File: src/rtl/bridge_uart_responder.sv
// Bridge-bus responder with a JTAG-UART-compatible register map (DATA, CONTROL).
// Bytes are buffered in TX and RX FIFOs behind byte-stream ports. Each
// transaction is acknowledged after WAIT_STATES extra cycles.
//
// Optional feature macro: BRIDGE_UART_LOOPBACK_EN. When it is defined,
// CONTROL bit 3 (LB) exists, and setting it routes the TX FIFO head into
// the RX FIFO.
//
// Ports:
//   clk, reset            clock, asynchronous active-high reset
//   bridge_read/write     request, held by the initiator until acknowledge
//   bridge_byte_enable    write byte lanes
//   bridge_address        byte address; word index taken from bits [8:2]
//   bridge_write_data     write data
//   bridge_acknowledge    one-cycle completion pulse
//   bridge_read_data      read data, valid in the acknowledge cycle
//   tx_data/valid/ready   TX FIFO head byte stream
//   rx_data/valid/ready   RX FIFO input byte stream
//   irq                   level interrupt, RI | WI registered
module bridge_uart_responder #(
   parameter int unsigned FIFO_DEPTH  = 64,
   parameter int unsigned WAIT_STATES = 0
) (
   input  logic        clk,
   input  logic        reset,
   input  logic        bridge_read,
   input  logic        bridge_write,
   input  logic [3:0]  bridge_byte_enable,
   input  logic [8:0]  bridge_address,
   input  logic [31:0] bridge_write_data,
   output logic        bridge_acknowledge,
   output logic [31:0] bridge_read_data,
   output logic [7:0]  tx_data,
   output logic        tx_valid,
   input  logic        tx_ready,
   input  logic [7:0]  rx_data,
   input  logic        rx_valid,
   output logic        rx_ready,
   output logic        irq
);
   localparam int unsigned AW = $clog2(FIFO_DEPTH);
   localparam int unsigned CW = AW + 1;
   localparam int unsigned WW = 4;
   localparam logic [CW-1:0] DEPTH_C = CW'(FIFO_DEPTH);
   localparam logic [CW-1:0] HALF_C  = CW'(FIFO_DEPTH / 2);

   typedef enum logic [1:0] {S_IDLE, S_WAIT, S_ACK} state_t;

   state_t        state, state_next;
   logic [WW-1:0] wait_cnt, wait_cnt_next;
   logic          commit_c;

   // Request fields latched in IDLE
   logic          lat_write;
   logic [1:0]    lat_be;
   logic [6:0]    lat_word;
   logic [7:0]    lat_wbyte;
   logic          lat_ac_clr;

   // Fields used at commit: live inputs when committing straight from IDLE
   logic          req_write;
   logic [1:0]    req_be;
   logic [6:0]    req_word;
   logic [7:0]    req_wbyte;
   logic          req_ac_clr;

   logic [7:0]    tx_mem [FIFO_DEPTH];
   logic [7:0]    rx_mem [FIFO_DEPTH];
   logic [AW-1:0] tx_wr_ptr, tx_rd_ptr, rx_wr_ptr, rx_rd_ptr;
   logic [CW-1:0] tx_count, rx_count;
   logic          tx_push, tx_pop, rx_push, rx_pop, lb_move;
   logic [7:0]    rx_in_byte;
   logic          re, we, ac, ri, wi;
   logic [31:0]   read_data_next;

`ifdef BRIDGE_UART_LOOPBACK_EN
   logic          lb;
`else
   logic          lb;
   assign lb = 1'b0;
`endif

   logic unused_inputs;
   assign unused_inputs = ^{bridge_byte_enable[3:2], bridge_address[1:0],
                            bridge_write_data[31:11], bridge_write_data[9:8]};

   // State register
   always_ff @(posedge clk or posedge reset) begin
      if (reset) begin
         state    <= S_IDLE;
         wait_cnt <= '0;
      end else begin
         state    <= state_next;
         wait_cnt <= wait_cnt_next;
      end
   end

   // Next state; commit_c marks the edge that enters ACK
   always_comb begin
      state_next    = state;
      wait_cnt_next = wait_cnt;
      commit_c      = 1'b0;
      case (state)
         S_IDLE: begin
            if (bridge_read || bridge_write) begin
               if (WAIT_STATES == 0) begin
                  state_next = S_ACK;
                  commit_c   = 1'b1;
               end else begin
                  state_next    = S_WAIT;
                  wait_cnt_next = '0;
               end
            end
         end
         S_WAIT: begin
            if (wait_cnt == WW'(WAIT_STATES - 1)) begin
               state_next = S_ACK;
               commit_c   = 1'b1;
            end else begin
               wait_cnt_next = wait_cnt + WW'(1);
            end
         end
         S_ACK:   state_next = S_IDLE;
         default: state_next = S_IDLE;
      endcase
   end

   // Commit-time request fields
   always_comb begin
      if (state == S_IDLE) begin
         req_write  = bridge_write;
         req_be     = bridge_byte_enable[1:0];
         req_word   = bridge_address[8:2];
         req_wbyte  = bridge_write_data[7:0];
         req_ac_clr = bridge_write_data[10];
      end else begin
         req_write  = lat_write;
         req_be     = lat_be;
         req_word   = lat_word;
         req_wbyte  = lat_wbyte;
         req_ac_clr = lat_ac_clr;
      end
   end

   assign tx_valid = !lb && (tx_count != '0);
   assign rx_ready = !lb && (rx_count != DEPTH_C);
   assign tx_data  = tx_mem[tx_rd_ptr];
   assign ri       = re && (rx_count != '0);
   assign wi       = we && (tx_count <= HALF_C);

   // FIFO handshakes; a full TX FIFO still accepts a push when it pops in the same cycle
   always_comb begin
      lb_move    = lb && (tx_count != '0) && (rx_count != DEPTH_C);
      tx_pop     = (tx_valid && tx_ready) || lb_move;
      rx_push    = (rx_valid && rx_ready) || lb_move;
      rx_in_byte = lb_move ? tx_mem[tx_rd_ptr] : rx_data;
      rx_pop     = commit_c && !req_write && (req_word == 7'd0) && (rx_count != '0);
      tx_push    = commit_c && req_write && (req_word == 7'd0) && req_be[0]
                   && ((tx_count != DEPTH_C) || tx_pop);
   end

   // Read data for the acknowledge cycle
   always_comb begin
      read_data_next = '0;
      if (commit_c && !req_write) begin
         case (req_word)
            7'd0: read_data_next = {16'(rx_count - CW'(rx_pop)), (rx_count != '0), 7'b0,
                                    (rx_count != '0) ? rx_mem[rx_rd_ptr] : 8'h00};
            7'd1: read_data_next = {16'(DEPTH_C - tx_count), 5'b0, ac, wi, ri,
                                    4'b0, lb, 1'b0, we, re};
            default: read_data_next = '0;
         endcase
      end
   end

   // FIFO storage (flushed by pointer reset, so no reset needed)
   always_ff @(posedge clk) begin
      if (tx_push) tx_mem[tx_wr_ptr] <= req_wbyte;
      if (rx_push) rx_mem[rx_wr_ptr] <= rx_in_byte;
   end

   // Datapath registers
   always_ff @(posedge clk or posedge reset) begin
      if (reset) begin
         lat_write          <= 1'b0;
         lat_be             <= '0;
         lat_word           <= '0;
         lat_wbyte          <= '0;
         lat_ac_clr         <= 1'b0;
         tx_wr_ptr          <= '0;
         tx_rd_ptr          <= '0;
         rx_wr_ptr          <= '0;
         rx_rd_ptr          <= '0;
         tx_count           <= '0;
         rx_count           <= '0;
         re                 <= 1'b0;
         we                 <= 1'b0;
         ac                 <= 1'b0;
`ifdef BRIDGE_UART_LOOPBACK_EN
         lb                 <= 1'b0;
`endif
         irq                <= 1'b0;
         bridge_acknowledge <= 1'b0;
         bridge_read_data   <= '0;
      end else begin
         if (state == S_IDLE && (bridge_read || bridge_write)) begin
            lat_write  <= bridge_write;
            lat_be     <= bridge_byte_enable[1:0];
            lat_word   <= bridge_address[8:2];
            lat_wbyte  <= bridge_write_data[7:0];
            lat_ac_clr <= bridge_write_data[10];
         end
         if (tx_push) tx_wr_ptr <= tx_wr_ptr + AW'(1);
         if (tx_pop)  tx_rd_ptr <= tx_rd_ptr + AW'(1);
         if (rx_push) rx_wr_ptr <= rx_wr_ptr + AW'(1);
         if (rx_pop)  rx_rd_ptr <= rx_rd_ptr + AW'(1);
         tx_count <= tx_count + CW'(tx_push) - CW'(tx_pop);
         rx_count <= rx_count + CW'(rx_push) - CW'(rx_pop);
         if (commit_c && req_write && (req_word == 7'd1) && req_be[0]) begin
            re <= req_wbyte[0];
            we <= req_wbyte[1];
`ifdef BRIDGE_UART_LOOPBACK_EN
            lb <= req_wbyte[3];
`endif
         end
         // A consumed byte wins over a simultaneous clear
         if (tx_pop)
            ac <= 1'b1;
         else if (commit_c && req_write && (req_word == 7'd1) && req_be[1] && req_ac_clr)
            ac <= 1'b0;
         irq                <= ri || wi;
         bridge_acknowledge <= commit_c;
         bridge_read_data   <= read_data_next;
      end
   end
endmodule

File: config.mk
export PLATFORM = sky130hd
export DESIGN_NAME = bridge_uart_responder
export DESIGN_NICKNAME = d
export VERILOG_FILES = /design/src/rtl/bridge_uart_responder.sv
export SDC_FILE = /design/constraint.sdc
export NUM_CORES = 1
export LEC_CHECK = 0
export BUFFER_PORTS_ARGS = -buffer_cell sky130_fd_sc_hd__buf_2
export CORE_UTILIZATION = 50
export DETAILED_ROUTE_END_ITERATION = 6
export GPL_TIMING_DRIVEN = 0
export PLACE_DENSITY = 0.64
export SYNTH_ARGS = -nofsm -noshare
export SYNTH_HDL_FRONTEND = slang
export SYNTH_SLANG_ARGS = --single-unit
File: constraint.sdc
create_clock -name clk -period 4 [get_ports clk]
set_input_delay 0.8 -clock clk [delete_from_list [all_inputs] [get_ports clk]]
set_output_delay 0.8 -clock clk [all_outputs]
set_load 0.02 [all_outputs]
## Word-level counts from Yosys, hierarchy flattened

Memories as Yosys holds them, arrays and structs flattened.
Cells that the tools add are included.

| word-level totals | value |
|---|---|
| register bits after elaboration | 100 |
| word-level logic and storage cells | 88 |
| input port bits | 59 |
| memory bits (writable) | 1,024 |
| memories | 2 |
| output and inout bits | 44 |

Memories:

| name | words | width | rd ports | clocked after Yosys merged registers in | write ports | RTL line | source |
|---|---|---|---|---|---|---|---|
| rx_mem | 64 | 8 | 1 | 0 | 1 | 68 | `logic [7:0] rx_mem [FIFO_DEPTH];` |
| tx_mem | 64 | 8 | 1 | 0 | 1 | 67 | `logic [7:0] tx_mem [FIFO_DEPTH];` |

| cells by class | value |
|---|---|
| bitwise logic cells | 1 |
| mux-type cells | 20 |
| $add $sub $neg | 11 |
| magnitude comparators | 1 |
| reduce and logical (&&, ||, !) cells | 27 |
| eq/ne operators | 7 |

Operator list:

| kind | count |
|---|---|
| case mux 32 bit (2 select lines) | 1 |
| two-way mux 32 bit | 1 |
| adder 6 x 1 -> 6 bit, second input constant | 4 |
| logical AND 1 bit | 16 |
| two-way mux 8 bit | 2 |
| adder 7 x 1 -> 7 bit | 2 |
| inequality test 7 bit, second input constant | 2 |
| nonzero test 7 bit | 2 |
| subtractor 7 x 1 -> 7 bit | 2 |
| two-way mux 1 bit | 10 |
| subtractor 7 x 1 -> 8 bit | 1 |
| subtractor 7 x 7 -> 8 bit, first input constant | 1 |
| == test 7 x 1 -> 1 bit, second input constant | 1 |
| <= comparator 7 x 6 -> 1 bit, second input constant | 1 |
| logical NOT 7 bit | 1 |
| two-way mux 7 bit | 1 |
| two-way mux 2 bit | 3 |
| adder 4 x 1 -> 4 bit, second input constant | 1 |
| == test 4 bit, second input constant | 1 |
| inequality test 2 bit, second input constant | 2 |
| case mux 2 bit (2 select lines) | 1 |
| AND reduction 2 bit | 2 |
| logical OR 1 bit | 3 |
| == test 2 x 1 -> 1 bit, second input constant | 1 |
| other kinds (5) | 5 |

## Longest topological paths before layout

| logic depth | value |
|---|---|
| word-level depth | 9 |
| mapped depth | 17 |
| gate-level depth less buffers | 16 |

## Worst setup path after synthesis

Ideal clock, no wire load.

| timing | value |
|---|---|
| path kind | in2reg |
| start | in bridge_address[4] |
| end | reg rx_count[6] |
| data required time | 3,921 ps |
| path slack | 382 ps |
| cell stages on the path | 14 |
| arrival time | 3,539 ps |
| path buffers | 1 |
| library setup time | 79 ps |
| cells stage by stage | or4_1 o32ai_1 nand4_1 clkbuf_1 nand2_1 nand2_1 ha_1 fa_1 nor2b_1 o21a_1 o21bai_1 a21oi_1 nor2_1 xor2_1 |

| between the ends | value |
|---|---|
| word-level cells in the longest chain between the ends | 5 |

Ends and longest elaborated chain:

| element | RTL line | source |
|---|---|---|
| from (decl) | 29 | `input logic [8:0] bridge_address,` |
| two-way mux 7 bit | 130 | `if (state == S_IDLE) begin` |
| logical NOT 7 bit | 157 | `rx_pop = commit_c && !req_write && (req_word == 7'd0) && (rx_count != '0);` |
| logical AND 1 bit (2 in series) | 157 |  |
| subtractor 7 x 1 -> 7 bit | 218 | `rx_count <= rx_count + CW'(rx_push) - CW'(rx_pop);` |
| to (signal assigned) | 218 |  |
| to (decl) | 70 | `logic [CW-1:0] tx_count, rx_count;` |

No other way between the ends.
A chain may end at the register's enable or synchronous reset.

## Final worst setup path

| timing | value |
|---|---|
| start | reg tx_rd_ptr[0] |
| end | out tx_data[3] |

| between the ends | value |
|---|---|
| word-level cells in the longest chain between the ends | 1 |

Ends and longest elaborated chain:

| element | RTL line | source |
|---|---|---|
| from (decl) | 69 | `logic [AW-1:0] tx_wr_ptr, tx_rd_ptr, rx_wr_ptr, rx_rd_ptr;` |
| from (signal assigned) | 214 | `if (tx_pop) tx_rd_ptr <= tx_rd_ptr + AW'(1);` |
| memory read (64 x 8 bit) | -- |  |
| to (decl) | 33 | `output logic [7:0] tx_data,` |

No other way between the ends.

==> out/metrics.csv <==
stage,metric,value,unit
status,status,"finished, violations left",
cts,cts_made_buffers,109,
cells_and_area,drive_gt1_share,27.0,%
yosys,syn_avg_cell_area,20.3,um^2
global_routing,grt_pass1_vias,22200,
timing,finalSetupViolCount,1,
cts,clock_tree.buffer_depth,3,
cells_and_area,nets,2451,
placed_design,placedCellCount,3385,
power,pwr-share-comb,23.3,%
power,ir_drop,430,uV
power,p_seq_share,44.0,%
drt,ant_nets,0,
critical_path,end_kind,output pin,
cells_and_area,syn2layout_area_growth,13.7,%
yosys,synthTopCellsByArea,"edfxtp_1 (70%), mux4_2 (15%), dfrtp_1 (4.5%)",
drt,drt_wl_total,103,mm
yosys,syn-cell-area,43700,um^2
drt,num_vias,21500,
power,switching_share,27.5,%
placed_design,dpl_cell_area,45600,um^2
yosys,yosysSeqAreaShare,74.9,%
drt,vias_per_cell,5.94,
timing,drv_slew,0,
yosys,synth_common_cells,"edfxtp_1 (1,024), mux4_2 (289), nor2_1 (163), nand2_1 (113), dfrtp_1 (79)",
cts,clock-root-buffer,clkbuf_16,
timing,maxSlewHeadroom,12.3,%
power,p_total,30500,uW
status,violations,negative setup slack,
drt,first_pass_iters,6,
drt,wire_per_inst,28.6,um
placed_design,pre_cts_ws,-0.551,ns
yosys,ys_warn_count,0,
power,p_per_area,614,nW/um^2
yosys,synth_top_cell_by_area,edfxtp_1,
critical_path,crit_type,flip-flop to output pin,
yosys,netlist_instances,2155,
cts,clkTransAtPathRegs,0.06,ns
die,die_y,298,um
yosys,ys_seq_elements,1103,
timing,finalCriticalPeriod,4.03,ns
power,clockPowerShare,32.8,%
cells_and_area,nFillCells,6463,
timing,skew,0.0146,ns
drt,drtIter0Drc,2175,
power,leakage,0.0160,uW
timing,rsz0062_at_grt,true,
timing,post-route-period-util,101,%
global_routing,grt_pass1_wl,151,mm
global_routing,grt_max_degree,66,
timing,max_clock_freq,248,MHz
cts,cts_tree,done,
cells_and_area,instances_no_fill,3610,
cts,htree_levels,3,
yosys,synthDistinctLibCells,56,
yosys,async_flop_share,7.16,%
global_routing,grt.total_usage,23.6,%
power,power.switching,8390,uW
die,dieArea,88600,um^2
die,die_w,298,um
timing,fin_ws,-0.0253,ns
placed_design,port_buffers,71,
flow_run,cap_viol_max_count,0,
die,core,86800,um^2
yosys,synthFlopType,edfxtp_1,
yosys,synth_top_area_share,70.3,%
critical_path,cp_data_arrival_time,3.23,ns
die,start_util,50.4,%
cells_and_area,stdcell_area,49700,um^2
die,io_pins,103,
global_routing,antenna_found_initial,1,
yosys,post-synth-top-count-cell,edfxtp_1,
timing,finalHoldViolations,0,
critical_path,path_cells,buf_12 > buf_12 > mux4_2 > mux4_2 > nor2b_4 > a211oi_4 > a21oi_2 > buf_4,
critical_path,slowest_stage,mux4_2,
yosys,synth_edf_count,1024,
die,rows,108,
placed_design,gp_congestion,0.879,
critical_path,crit_path_max_incr_delay,0.52,ns
drt,post-route-drc-count,0,
global_routing,grt_remaining_overflow,0,
critical_path,cp_max_fo,6,
power,intPower,22100,uW
worst_hold_path,hold_class,input port to async pin,
cts,cts.hold.buffers_added,0,
placed_design,dpl.hpwl,65.6,mm
cts,clk_latency,0.66,ns
critical_path,critPathLaunchType,flip-flop,
timing,worst_slew_pin_slew,1.32,ns
cts,clock_sinks,1103,
critical_path,worstPathRequired,3.20,ns
==> state kept, by name (all words and copies together) (netlist names), 6 cells and up <==
register / cells
rx_count: 7
tx_mem: 512
tx_rd_ptr: 6
rx_wr_ptr: 6
lat_word: 7
rx_rd_ptr: 6
rx_mem: 512
bridge_read_data: 20
tx_wr_ptr: 6
lat_wbyte: 8
tx_count: 7
==> critical path, delay by kind of cell, from the launching register on <==
kind	cells	cell delay, ns
mux	2	1.01
flops	1	0.50
buf+inv	3	0.50
compound gates	2	0.39
simple gates	1	0.15
==> per-stage QoR <==
step	util (%)	hold WS (ns)	TNS [ns]
2_1_floorplan	-	0.437	0
3_3_place_gp	52.5	0.452	-109.59
3_5_place_dp	52.5	0.462	-136.71
4_1_cts	57.0	0.193	-0.131
5_1_grt	57.3	0.227	-0.502
6_report	57.3	0.198	-0.0253
==> area by class of cell <==
| cell class | instances | area [um^2] | area share, % |
|---|---|---|---|
| well taps | 1155 | 1450 | 2.91 |
| repair buffers | 93 | 649 | 1.31 |
| plain buffers | 122 | 811 | 1.63 |
| diodes | 1 | 2.50 | 0.00504 |
| multi-input cells | 906 | 10500 | 21.1 |
| flip-flops and latches | 1103 | 32700 | 65.9 |
| clock buffers | 158 | 3050 | 6.15 |
| inverters | 25 | 96.3 | 0.194 |
| clock inverters | 47 | 433 | 0.871 |
==> power by group through the flow <==
stage | sequential [uW] | clock, uW | combinational [uW]
floorplan | 13500 | 0 | 4270
global placement | 13600 | 0 | 6190
detailed placement | 13600 | 0 | 6310
CTS | 13400 | 10100 | 6890
global route | 13500 | 10600 | 7540
finish | 13400 | 10000 | 7100
==> repair_timing <==
item	CTS	global route
buffers inserted	11	8
gates cloned	0	1
setup endpoints to repair	8	8
gates resized for setup	105	26
pin swaps	3	9
==> layer usage <==
metal	part of all wire, %	up-vias	GRT usage, %
met3	6.1	187	3.74
met1	40	11300	32.0
met5	0	-	0
li1	-	9110	-
met4	3.5	0	8.03
met2	50	834	39.3
==> kinds of logic after synthesis <==
group,synth area share (%)
adder cells (fa/ha/maj),0.950
XOR/XNOR,0.761
AO/OA/AOI/OAI,1.52
flip-flops,74.9
AND/OR/NAND/NOR,3.87
multiplexers,16.5
other,0.00858
buffers and inverters,1.53
==> final timing paths <==
| check | startpoint | end | slack [ns] | depth (start not counted) |
|---|---|---|---|---|
| worst max-delay path | tx_rd_ptr[0] | tx_data[3] | -0.03 | 8 |
| worst min-delay path | reset | bridge_read_data[15] | 0.20 | 2 |
| worst max register to register | rx_rd_ptr[2] | bridge_read_data[1] | 0.13 | 8 |
| worst min register to register | lat_wbyte[2] | lat_wbyte[2] | 0.47 | 2 |
| max in group asynchronous | reset | tx_wr_ptr[0] | 3.16 | 3 |
| min in group clk | bridge_write_data[5] | lat_wbyte[5] | 0.35 | 3 |
==> cell usage in the layout (no fill, tap or decap), types with 8 or more instances in the layout <==
cell type	synthesis	routed
clkbuf_16	0	112
nand2_1	113	109
dfrtp_1	79	78
nand3_1	18	18
o21ai_0	17	16
inv_1	24	23
o22ai_1	10	10
mux2i_1	56	52
xor2_1	10	10
buf_1	21	12
buf_2	33	88
clkinv_2	0	20
clkbuf_1	52	74
edfxtp_1	1024	1024
buf_4	18	39
a211oi_1	18	14
xnor2_1	28	28
buf_6	0	10
and2_1	8	8
clkbuf_8	0	13
mux2_2	13	12
a22oi_1	9	9
mux4_2	289	289
nor2b_1	22	21
a21oi_1	18	15
buf_12	0	12
ha_1	30	30
nor2_1	163	163
clkinv_1	1	14
No activity file was read; power rests on OpenSTA's default activity.
